### src/rtl/cache_arbiter_pkg.sv
// Shared types for the I/D-cache to physical-memory arbiter.
// States are plain logic constants so older netlists and dumps decode them unchanged.
package cache_arbiter_pkg;

  typedef logic [1:0] arb_state_t;

  localparam arb_state_t IDLE    = 2'd0;
  localparam arb_state_t SERVE_A = 2'd1;
  localparam arb_state_t SERVE_B = 2'd2;
  localparam arb_state_t DONE    = 2'd3;

  // B wins ties unless A has been passed over often enough to hit the starvation limit.
  function automatic arb_state_t grant_state(
    input logic a_pend,
    input logic b_pend,
    input logic at_limit
  );
    arb_state_t g;
    if (a_pend && (!b_pend || at_limit)) begin
      g = SERVE_A;
    end else if (b_pend) begin
      g = SERVE_B;
    end else begin
      g = IDLE;
    end
    return g;
  endfunction

endpackage

### src/rtl/cache_arbiter_if.sv
// Requester and memory-side signals of the cache arbiter.
// slave = arbiter side, master = caches plus memory model.
interface cache_arbiter_if #(
  parameter int LINE_WIDTH = 256
);

  logic                  a_read;
  logic [31:0]           a_addr;
  logic [LINE_WIDTH-1:0] a_rdata;
  logic                  a_resp;

  logic                  b_read;
  logic                  b_write;
  logic [31:0]           b_addr;
  logic [LINE_WIDTH-1:0] b_wdata;
  logic [LINE_WIDTH-1:0] b_rdata;
  logic                  b_resp;

  logic                  pmem_read;
  logic                  pmem_write;
  logic [31:0]           pmem_addr;
  logic [LINE_WIDTH-1:0] pmem_wdata;
  logic [LINE_WIDTH-1:0] pmem_rdata;
  logic                  pmem_resp;

  modport slave (
    input  a_read, a_addr, b_read, b_write, b_addr, b_wdata, pmem_rdata, pmem_resp,
    output a_rdata, a_resp, b_rdata, b_resp, pmem_read, pmem_write, pmem_addr, pmem_wdata
  );

  modport master (
    output a_read, a_addr, b_read, b_write, b_addr, b_wdata, pmem_rdata, pmem_resp,
    input  a_rdata, a_resp, b_rdata, b_resp, pmem_read, pmem_write, pmem_addr, pmem_wdata
  );

endinterface

### src/rtl/cache_arbiter_starve_counter.sv
// Saturating count of consecutive B grants taken while A was waiting.
// at_limit tells the arbiter that A must win the next tie.
module arb_starve_counter #(
  parameter int STARVE_LIMIT = 4
) (
  input  logic clk,
  input  logic reset,
  input  logic inc,
  input  logic clr,
  output logic at_limit
);

  localparam int CW = $clog2(STARVE_LIMIT + 1);
  localparam logic [CW-1:0] LIMIT_C = CW'(STARVE_LIMIT);

  logic [CW-1:0] cnt_r;

  // Count B grants over a waiting A; clear takes precedence, saturate at the limit.
  always_ff @(posedge clk or negedge reset) begin
    if (!reset) begin
      cnt_r <= {CW{1'b0}};
    end else if (clr) begin
      cnt_r <= {CW{1'b0}};
    end else if (inc && (cnt_r != LIMIT_C)) begin
      cnt_r <= cnt_r + {{(CW-1){1'b0}}, 1'b1};
    end else begin
      cnt_r <= cnt_r;
    end
  end

  assign at_limit = (cnt_r == LIMIT_C);

endmodule

### src/rtl/cache_arbiter.sv
// Arbitrates one cache-line transaction at a time between the I-cache (A) and D-cache (B)
// onto the single physical-memory port; B has priority, A is protected from starvation.
module cache_arbiter
  import cache_arbiter_pkg::*;
#(
  parameter int LINE_WIDTH   = 256,
  parameter int STARVE_LIMIT = 4
) (
  input logic            clk,
  input logic            reset,
  cache_arbiter_if.slave bus
);

  arb_state_t            state_r;
  arb_state_t            state_s;
  logic                  read_r;
  logic                  write_r;
  logic [31:0]           addr_r;
  logic [LINE_WIDTH-1:0] wdata_r;

  logic a_pend_s;
  logic b_pend_s;
  logic at_limit_s;
  logic grant_a_s;
  logic grant_b_s;
  logic serving_s;
  logic cnt_inc_s;
  logic cnt_clr_s;

  assign a_pend_s  = bus.a_read;
  assign b_pend_s  = bus.b_read | bus.b_write;
  assign serving_s = (state_r == SERVE_A) || (state_r == SERVE_B);

  // Next-state logic: arbitrate in IDLE, wait for memory, then one bubble cycle.
  always_comb begin
    state_s = state_r;
    case (state_r)
      IDLE: begin
        state_s = grant_state(a_pend_s, b_pend_s, at_limit_s);
      end
      SERVE_A, SERVE_B: begin
        if (bus.pmem_resp) begin
          state_s = DONE;
        end else begin
          state_s = state_r;
        end
      end
      DONE: begin
        state_s = IDLE;
      end
      default: begin
        state_s = IDLE;
      end
    endcase
  end

  assign grant_a_s = (state_r == IDLE) && (state_s == SERVE_A);
  assign grant_b_s = (state_r == IDLE) && (state_s == SERVE_B);
  assign cnt_inc_s = grant_b_s & bus.a_read;
  assign cnt_clr_s = grant_a_s | ((state_r == IDLE) & ~bus.a_read);

  // State register.
  always_ff @(posedge clk or negedge reset) begin
    if (!reset) begin
      state_r <= IDLE;
    end else begin
      state_r <= state_s;
    end
  end

  // Capture the granted request so later requester activity cannot disturb the memory command.
  always_ff @(posedge clk or negedge reset) begin
    if (!reset) begin
      read_r  <= 1'b0;
      write_r <= 1'b0;
      addr_r  <= 32'h0000_0000;
      wdata_r <= {LINE_WIDTH{1'b0}};
    end else if (grant_a_s) begin
      read_r  <= 1'b1;
      write_r <= 1'b0;
      addr_r  <= bus.a_addr;
      wdata_r <= wdata_r;
    end else if (grant_b_s) begin
      // A simultaneous read+write from the D-cache is a write-back.
      read_r  <= ~bus.b_write;
      write_r <= bus.b_write;
      addr_r  <= bus.b_addr;
      wdata_r <= bus.b_wdata;
    end else if (serving_s && bus.pmem_resp) begin
      read_r  <= 1'b0;
      write_r <= 1'b0;
      addr_r  <= addr_r;
      wdata_r <= wdata_r;
    end else begin
      read_r  <= read_r;
      write_r <= write_r;
      addr_r  <= addr_r;
      wdata_r <= wdata_r;
    end
  end

  arb_starve_counter #(
    .STARVE_LIMIT (STARVE_LIMIT)
  ) u_starve (
    .clk      (clk),
    .reset    (reset),
    .inc      (cnt_inc_s),
    .clr      (cnt_clr_s),
    .at_limit (at_limit_s)
  );

  assign bus.pmem_read  = read_r;
  assign bus.pmem_write = write_r;
  assign bus.pmem_addr  = addr_r;
  assign bus.pmem_wdata = wdata_r;

  // Response and fill data pass straight through so the stalled stage releases with no added latency.
  assign bus.a_resp  = (state_r == SERVE_A) & bus.pmem_resp;
  assign bus.b_resp  = (state_r == SERVE_B) & bus.pmem_resp;
  assign bus.a_rdata = bus.pmem_rdata;
  assign bus.b_rdata = bus.pmem_rdata;

endmodule

### src/flat_wrapper.sv
// flat-port wrapper written by rule: the top's interface ports become plain ports
module cache_arbiter_flat import cache_arbiter_pkg::*;
#(
  parameter int LINE_WIDTH   = 256,
  parameter int STARVE_LIMIT = 4
)
  (clk, reset, bus_a_read, bus_a_addr, bus_b_read, bus_b_write, bus_b_addr, bus_b_wdata, bus_pmem_rdata, bus_pmem_resp, bus_a_rdata, bus_a_resp, bus_b_rdata, bus_b_resp, bus_pmem_read, bus_pmem_write, bus_pmem_addr, bus_pmem_wdata);
  cache_arbiter_if #(.LINE_WIDTH(LINE_WIDTH)) bus_i ();
  input logic clk;
  input logic reset;
  input wire logic [$bits(bus_i.a_read)-1:0] bus_a_read;
  input wire logic [$bits(bus_i.a_addr)-1:0] bus_a_addr;
  input wire logic [$bits(bus_i.b_read)-1:0] bus_b_read;
  input wire logic [$bits(bus_i.b_write)-1:0] bus_b_write;
  input wire logic [$bits(bus_i.b_addr)-1:0] bus_b_addr;
  input wire logic [$bits(bus_i.b_wdata)-1:0] bus_b_wdata;
  input wire logic [$bits(bus_i.pmem_rdata)-1:0] bus_pmem_rdata;
  input wire logic [$bits(bus_i.pmem_resp)-1:0] bus_pmem_resp;
  output wire logic [$bits(bus_i.a_rdata)-1:0] bus_a_rdata;
  output wire logic [$bits(bus_i.a_resp)-1:0] bus_a_resp;
  output wire logic [$bits(bus_i.b_rdata)-1:0] bus_b_rdata;
  output wire logic [$bits(bus_i.b_resp)-1:0] bus_b_resp;
  output wire logic [$bits(bus_i.pmem_read)-1:0] bus_pmem_read;
  output wire logic [$bits(bus_i.pmem_write)-1:0] bus_pmem_write;
  output wire logic [$bits(bus_i.pmem_addr)-1:0] bus_pmem_addr;
  output wire logic [$bits(bus_i.pmem_wdata)-1:0] bus_pmem_wdata;
  assign bus_i.a_read = bus_a_read;
  assign bus_i.a_addr = bus_a_addr;
  assign bus_i.b_read = bus_b_read;
  assign bus_i.b_write = bus_b_write;
  assign bus_i.b_addr = bus_b_addr;
  assign bus_i.b_wdata = bus_b_wdata;
  assign bus_i.pmem_rdata = bus_pmem_rdata;
  assign bus_i.pmem_resp = bus_pmem_resp;
  assign bus_a_rdata = bus_i.a_rdata;
  assign bus_a_resp = bus_i.a_resp;
  assign bus_b_rdata = bus_i.b_rdata;
  assign bus_b_resp = bus_i.b_resp;
  assign bus_pmem_read = bus_i.pmem_read;
  assign bus_pmem_write = bus_i.pmem_write;
  assign bus_pmem_addr = bus_i.pmem_addr;
  assign bus_pmem_wdata = bus_i.pmem_wdata;
  cache_arbiter #(.LINE_WIDTH(LINE_WIDTH), .STARVE_LIMIT(STARVE_LIMIT)) u_core (.clk(clk), .reset(reset), .bus(bus_i));
endmodule
### config.mk
export PLATFORM = sky130hd
export DESIGN_NAME = cache_arbiter_flat
export DESIGN_NICKNAME = d
export VERILOG_FILES = /design/src/rtl/cache_arbiter_pkg.sv /design/src/rtl/cache_arbiter_if.sv /design/src/rtl/cache_arbiter_starve_counter.sv /design/src/rtl/cache_arbiter.sv /design/src/flat_wrapper.sv
export SDC_FILE = /design/constraint.sdc
export NUM_CORES = 1
export LEC_CHECK = 0
export CORE_AREA = 2 2 545 547
export DETAILED_ROUTE_END_ITERATION = 7
export DIE_AREA = 0 0 547 549
export GPL_TIMING_DRIVEN = 0
export PLACE_DENSITY = 0.3
export SLEW_MARGIN = 5
export SYNTH_ARGS = -nofsm -noshare
export SYNTH_HDL_FRONTEND = slang
export SYNTH_SLANG_ARGS = --single-unit
### constraint.sdc
create_clock -name clk -period 4.1 [get_ports clk]
set_input_delay 0.41 -clock clk [delete_from_list [all_inputs] [get_ports clk]]
set_output_delay 0.41 -clock clk [all_outputs]
set_load 0.05 [all_outputs]
==> metrics.yaml <==
layout.filler_cells: 33500
die_width_um: 547
clock.fmax_mhz: 335
global_route.overflow_total: 0
power.static_leakage_nw: 13.4
drt-pass1-iter-count: 6
grt_pass1_wl_um: 176000
via_count: 13600
timing.setup.critical_path_class: "reg2out"
synth_edf_count: 0
rsz0062_at_grt: "false"
grt_antenna_before_repair: 64
slew-limit-headroom_pct: 8.52
synth-compound-area-share_pct: 3.09
critical_path_launch_point_type: "flop"
place.port_buffers: 1129
die_extent_in_y_um: 549
synth_warnings: 0
yosys.cell_count.top_type: "buf_4"
detail_route.drc_violations: 0
via_count_of_the_first_global_routing_pass: 14300
placement.cell_area_sq_um: 32700
synth_top_family_by_area: "buffers and inverters"
synth_top_cells_by_count: "buf_4, dfrtp_1, mux2_4, mux2_2, or3_1"
placedCellCount: 6287
worstPathArrival_ns: 2.57
ctsResizeCount: 0
post-route-period-util_pct: 72.8
timing.final.hold_violations: 0
initial_utilization_pct: 5.56
clock_tree_from_tritoncts: "built"
final_cell_count_no_fill: 6378
synth_adder_area_share_pct: 0.458
vdd.ir_drop.worst_mv: 0.539
clock_skew_ns: 0.0377
ys_async_sr_fraction_pct: 100
gp_congestion: 0.934
cell_type_with_the_highest_aggregate_area_in_the_netlist: "dfrtp_1"
final_net_count: 2985
area_growth_pct: 110
synthDistinctLibCells: 37
tritoncts_num_sinks: 295
grt_use_total_pct: 9.21
class_of_the_tightest_hold_or_removal_check: "in2async"
dp_slack_ns: 0.756
timing_worst_slew_pin_value_ns: 1.37
synth_simple_gate_area_share_pct: 1.95
dpl.hpwl_um: 130000
maxSlewViolCount: 0
r2r_start: "u_core.state_r[1]"
cap_viol_max_count: 0
finished_cell_area_sq_um: 34300
mappedNetlistNets: 1804
clkTransAtPathRegs_ns: 0.07
floorplan.rows: 200
ant_nets: 0
cts_inserted_buffers: 46
synth.top_cell.area_share_pct: 45.0
synth_xor_xnor_area_share_pct: 0
post-route-worst-setup-slack_ns: 1.12
cts_max_path_buffers: 3
synth-seq-area-share_pct: 45.0
p_per_area_nw_per_um2: 827
drt_iter0_drc: 540
top_cells_by_area_synth: "dfrtp_1, buf_4, mux2_4"
clock_tree.htree_level_count: 2
syn_inst: 1216
netlist_area_sq_um: 16400
boundaryPins: 1386
clk_latency_ns: 0.66
startpoint: "u_core.state_r[1]"
synth.ff_latch_count: 295
die-area_sq_um: 300000
post_route_cells_drive_above_1_share_pct: 37.4
dominantRegCellSynth: "dfrtp_1"
finalSetupViolations: 0
routedWlPerCell_um: 22.7
post_synth_mux_area_share_pct: 22.5
critical_path_sink_type: "output pin"
worst-path-max-fanout: 3
final.min_clock_period_ns: 2.98
cts.root.buffer_cell: "clkbuf_16"
route.detailed.vias_per_inst: 2.13
postSynthAreaPerCell_sq_um: 13.5
worst-endpoint-required_ns: 3.69
outcome: "finished clean"
drt-total-wl_um: 145000
grt_start_max_net_pins: 88
core_area_sq_um: 295000
## stage by stage
stage	power, W	setup TNS, ns	util (%)	hold slack, ns
floorplan	0.0167	0	-	0.114
global placement	0.0247	-4124.79	11.1	0.478
detailed placement	0.0247	0	11.1	0.433
CTS	0.0294	0	11.6	0.240
global route	0.0301	0	11.6	0.292
finish	0.0284	0	11.6	0.286
## power breakdown
| group | leakage [nW] | internal [W] | switching [W] |
|---|---|---|---|
| clock network | 0.791 | 0.00255 | 0.00182 |
| registers | 3.46 | 0.00447 | 0.00106 |
| logic | 9.13 | 0.00695 | 0.0115 |
## area by class of cell
cell class | instances | area, sq um | share of cell area [%]
timing repair buffer | 1133 | 11400 | 33.1
antenna | 6 | 15.0 | 0.0437
tap | 3939 | 4930 | 14.3
buffer | 554 | 4400 | 12.8
clock inverter | 26 | 352 | 1.02
multi-input combinational | 361 | 4580 | 13.3
sequential | 295 | 7380 | 21.5
inverter | 6 | 22.5 | 0.0656
clock buffer | 58 | 1280 | 3.72
## layout by cell type (no fill, tap or decap), types with 2 or more instances in the layout
master / Yosys / layout
o31ai_1: 2 / 2
diode_2: 0 / 6
buf_6: 4 / 4
clkbuf_8: 0 / 8
o221a_2: 22 / 22
mux2_4: 210 / 210
and2_1: 2 / 2
nor2_1: 2 / 2
o21ai_0: 2 / 2
clkinv_4: 0 / 3
o221a_1: 10 / 10
dfrtp_1: 295 / 295
ha_1: 6 / 6
nand2_1: 6 / 6
nand2b_1: 2 / 2
clkdlybuf4s50_1: 0 / 1125
buf_12: 22 / 22
or3_1: 33 / 33
clkinv_2: 0 / 9
clkinv_16: 0 / 2
clkbuf_16: 0 / 46
mux2_2: 38 / 38
inv_1: 5 / 5
buf_2: 9 / 12
buf_4: 513 / 513
clkbuf_1: 6 / 10
mux2_1: 8 / 8
a21oi_1: 2 / 2
buf_16: 0 / 3
bufinv_16: 0 / 5
clkinvlp_4: 0 / 4
o22a_1: 2 / 2
## flip-flops by register name, summed over array words and instances (netlist names)
signal and cells:
u_core.bus.pmem_read 1, u_core.u_starve.cnt_r 3, u_core.bus.pmem_write 1, u_core.state_r 2
u_core.bus.pmem_wdata 256, u_core.bus.pmem_addr 32
## path summary, 6_finish.rpt
kind                                         endpoint  slack (ns)  cells past startpoint
setup / recovery                           bus_a_resp        1.12                      4
hold / removal             u_core.bus.pmem_wdata[120]        0.29                      2
setup reg to reg             u_core.bus.pmem_addr[13]        1.44                      8
hold reg to reg            u_core.bus.pmem_wdata[204]        0.49                      1
max in group asynchronous  u_core.bus.pmem_wdata[202]        2.32                      4
min in group clk           u_core.bus.pmem_wdata[111]        0.35                      2
## routing by layer
metal | GRT usage, % | vias up | wire, um
met5 | 0 | - | 84
met4 | 2.05 | 12 | 3550
met3 | 6.38 | 171 | 22400
met2 | 14.8 | 938 | 65700
met1 | 9.81 | 6488 | 52900
li1 | - | 6008 | -
## kinds of logic after synthesis
kind of cell             count (synthesis)
buffers and inverters                  560
AND/OR/NAND/NOR                         51
AO/OA/AOI/OAI                           47
adder cells (fa/ha/maj)                  6
multiplexers                           257
flip-flops                             295
## worst max-delay path: stages (launching register included)
cell and delay [ns]:
dfrtp_1 0.41, inv_1 0.11, ha_1 0.39, and2_1 0.19
clkdlybuf4s50_1 0.81
## timing repair
action | CTS | global route
hold buffers | 1 | 0
setup buffers | 0 | 0
endpoints found under the hold margin | 75 | 0
Note: power is estimated with default switching activity, not from simulation.
==> variant, RTL diff (same settings) <==
`STARVE_LIMIT` is set to 4 in 3 places; all go to 2.
--- a/src/rtl/cache_arbiter_starve_counter.sv
+++ b/src/rtl/cache_arbiter_starve_counter.sv
@@ -2,5 +2,5 @@
 // at_limit tells the arbiter that A must win the next tie.
 module arb_starve_counter #(
-  parameter int STARVE_LIMIT = 4
+  parameter int STARVE_LIMIT = 2
 ) (
   input  logic clk,
--- a/src/rtl/cache_arbiter.sv
+++ b/src/rtl/cache_arbiter.sv
@@ -5,5 +5,5 @@
 #(
   parameter int LINE_WIDTH   = 256,
-  parameter int STARVE_LIMIT = 4
+  parameter int STARVE_LIMIT = 2
 ) (
   input logic            clk,
--- a/src/flat_wrapper.sv
+++ b/src/flat_wrapper.sv
@@ -3,5 +3,5 @@
 #(
   parameter int LINE_WIDTH   = 256,
-  parameter int STARVE_LIMIT = 4
+  parameter int STARVE_LIMIT = 2
 )
   (clk, reset, bus_a_read, bus_a_addr, bus_b_read, bus_b_write, bus_b_addr, bus_b_wdata, bus_pmem_rdata, bus_pmem_resp, bus_a_rdata, bus_a_resp, bus_b_rdata, bus_b_resp, bus_pmem_read, bus_pmem_write, bus_pmem_addr, bus_pmem_wdata);
Check against the original RTL: not settled (the Yosys comparison gave no result); the edit may change what the design does.
==> variant against the original RTL <==
- setup slack got worse by 0.40 ns
- critical path depth is 3 higher
- clock skew grew 0.020 ns
- die area unchanged
- first-iteration DRC count shrank 15%
- area after synthesis down 6.7%
- sequential cell count is 1 lower
- total power fell by 9.1%
- wire length grew 1.7%
- highest routed layer unchanged
- design area down 3.4%
==> variant: results (changes against the original RTL) <==
route:
  drt-total-wl_um: 147000  # +1.7%
  met1_length_um: 55300  # +4.5%
  wl_met2_um: 65890  # +0.33%
  vias_per_cell: 2.182  # +2.2%
power_and_ir_drop:
  p_int_uw: 11870  # -15%
  ir_drop_uv: 460.2  # -15%
placed_design:
  place_ws_ns: 0.1210  # -0.6346 ns
  gp_congestion: 0.8271  # -11%
  hpwlAfterDp_um: 131600  # +1.1%
grt:
  antenna_found_initial: 103  # +61%
  grt_max_degree: 84  # -4.5%
  met3_usage_pct: 6.020  # -0.36 points
final_layout:
  clockNetworkAreaShare_pct: 4.475  # -0.26 points
  num-fill-cells: 33680  # +0.58%
  final-seq-area_mm2: 0.007357  # -0.34%
  design.seq.count: 294  # -0.34%
  buf_share_pct: 46.52  # +0.56 points
  num-multi-input-gates: 356  # -1.4%
timing:
  timing.hold.ws_ns: 0.2718  # -0.01377 ns
  layout_min_cycle_time_ns: 3.387  # +0.4031 ns
  tightestPinTransition_ns: 1.088  # -0.2799 ns
logic_synthesis:
  synth_common_cells: "512 x buf_4, 294 x dfrtp_1, 229 x mux2_1, 69 x inv_1, 34 x a221oi_1"
  ys_types: 30  # -19%
  syn-num-nets: 1860  # +3.1%
worst_setup_path:
  regToRegSetupSlack_ns: 0.71  # -0.73 ns
  r2r_start: "u_core.state_r[0]"
  worstPathMaxFanout: 10  # +7
  rr_worst_depth: 7  # -1
  critPathTopFamily: "compound AO/OA/AOI/OAI gates"
  arrival_ns: 3.84  # +1.27 ns
  cpPeakStageDelay_ns: 0.76  # -0.05 ns
  worstReg2RegEnd: "u_core.bus.pmem_addr[15]"
clocking:
  cts_made_buffers: 47  # +2.2%
status:
  outcome: "finished clean"
==> variant: repair_timing <==
| item | 4_1_cts | 5_1_grt |
|---|---|---|
| hold buffers | 1 | 0 |
| endpoints found under the hold margin | 71 | 0 |
| endpoints found under the setup margin | 0 | 0 |
==> variant: cell families after synthesis <==
family | share of synthesized area [%]
buffers and inverters | 28.13
DFF | 48.11
muxes | 18.85
and+or+nand+nor | 1.686
AOI/OAI and AO/OA | 2.807
adders and majority gates | 0.4091
==> variant: how the worst max path moves through the flow <==
| stage | from | endpoint |
|---|---|---|
| 6_report | u_core.state_r[0] | u_core.bus.pmem_addr[15] |
| 5_1_grt | u_core.state_r[1] | u_core.bus.pmem_addr[15] |
| 4_1_cts | u_core.state_r[0] | u_core.bus.pmem_addr[15] |
| 3_5_place_dp | bus_b_write | u_core.bus.pmem_addr[15] |
| 3_3_place_gp | reset | u_core.bus.pmem_wdata[138] |
| 2_1_floorplan | u_core.state_r[1] | u_core.bus.pmem_wdata[181] |
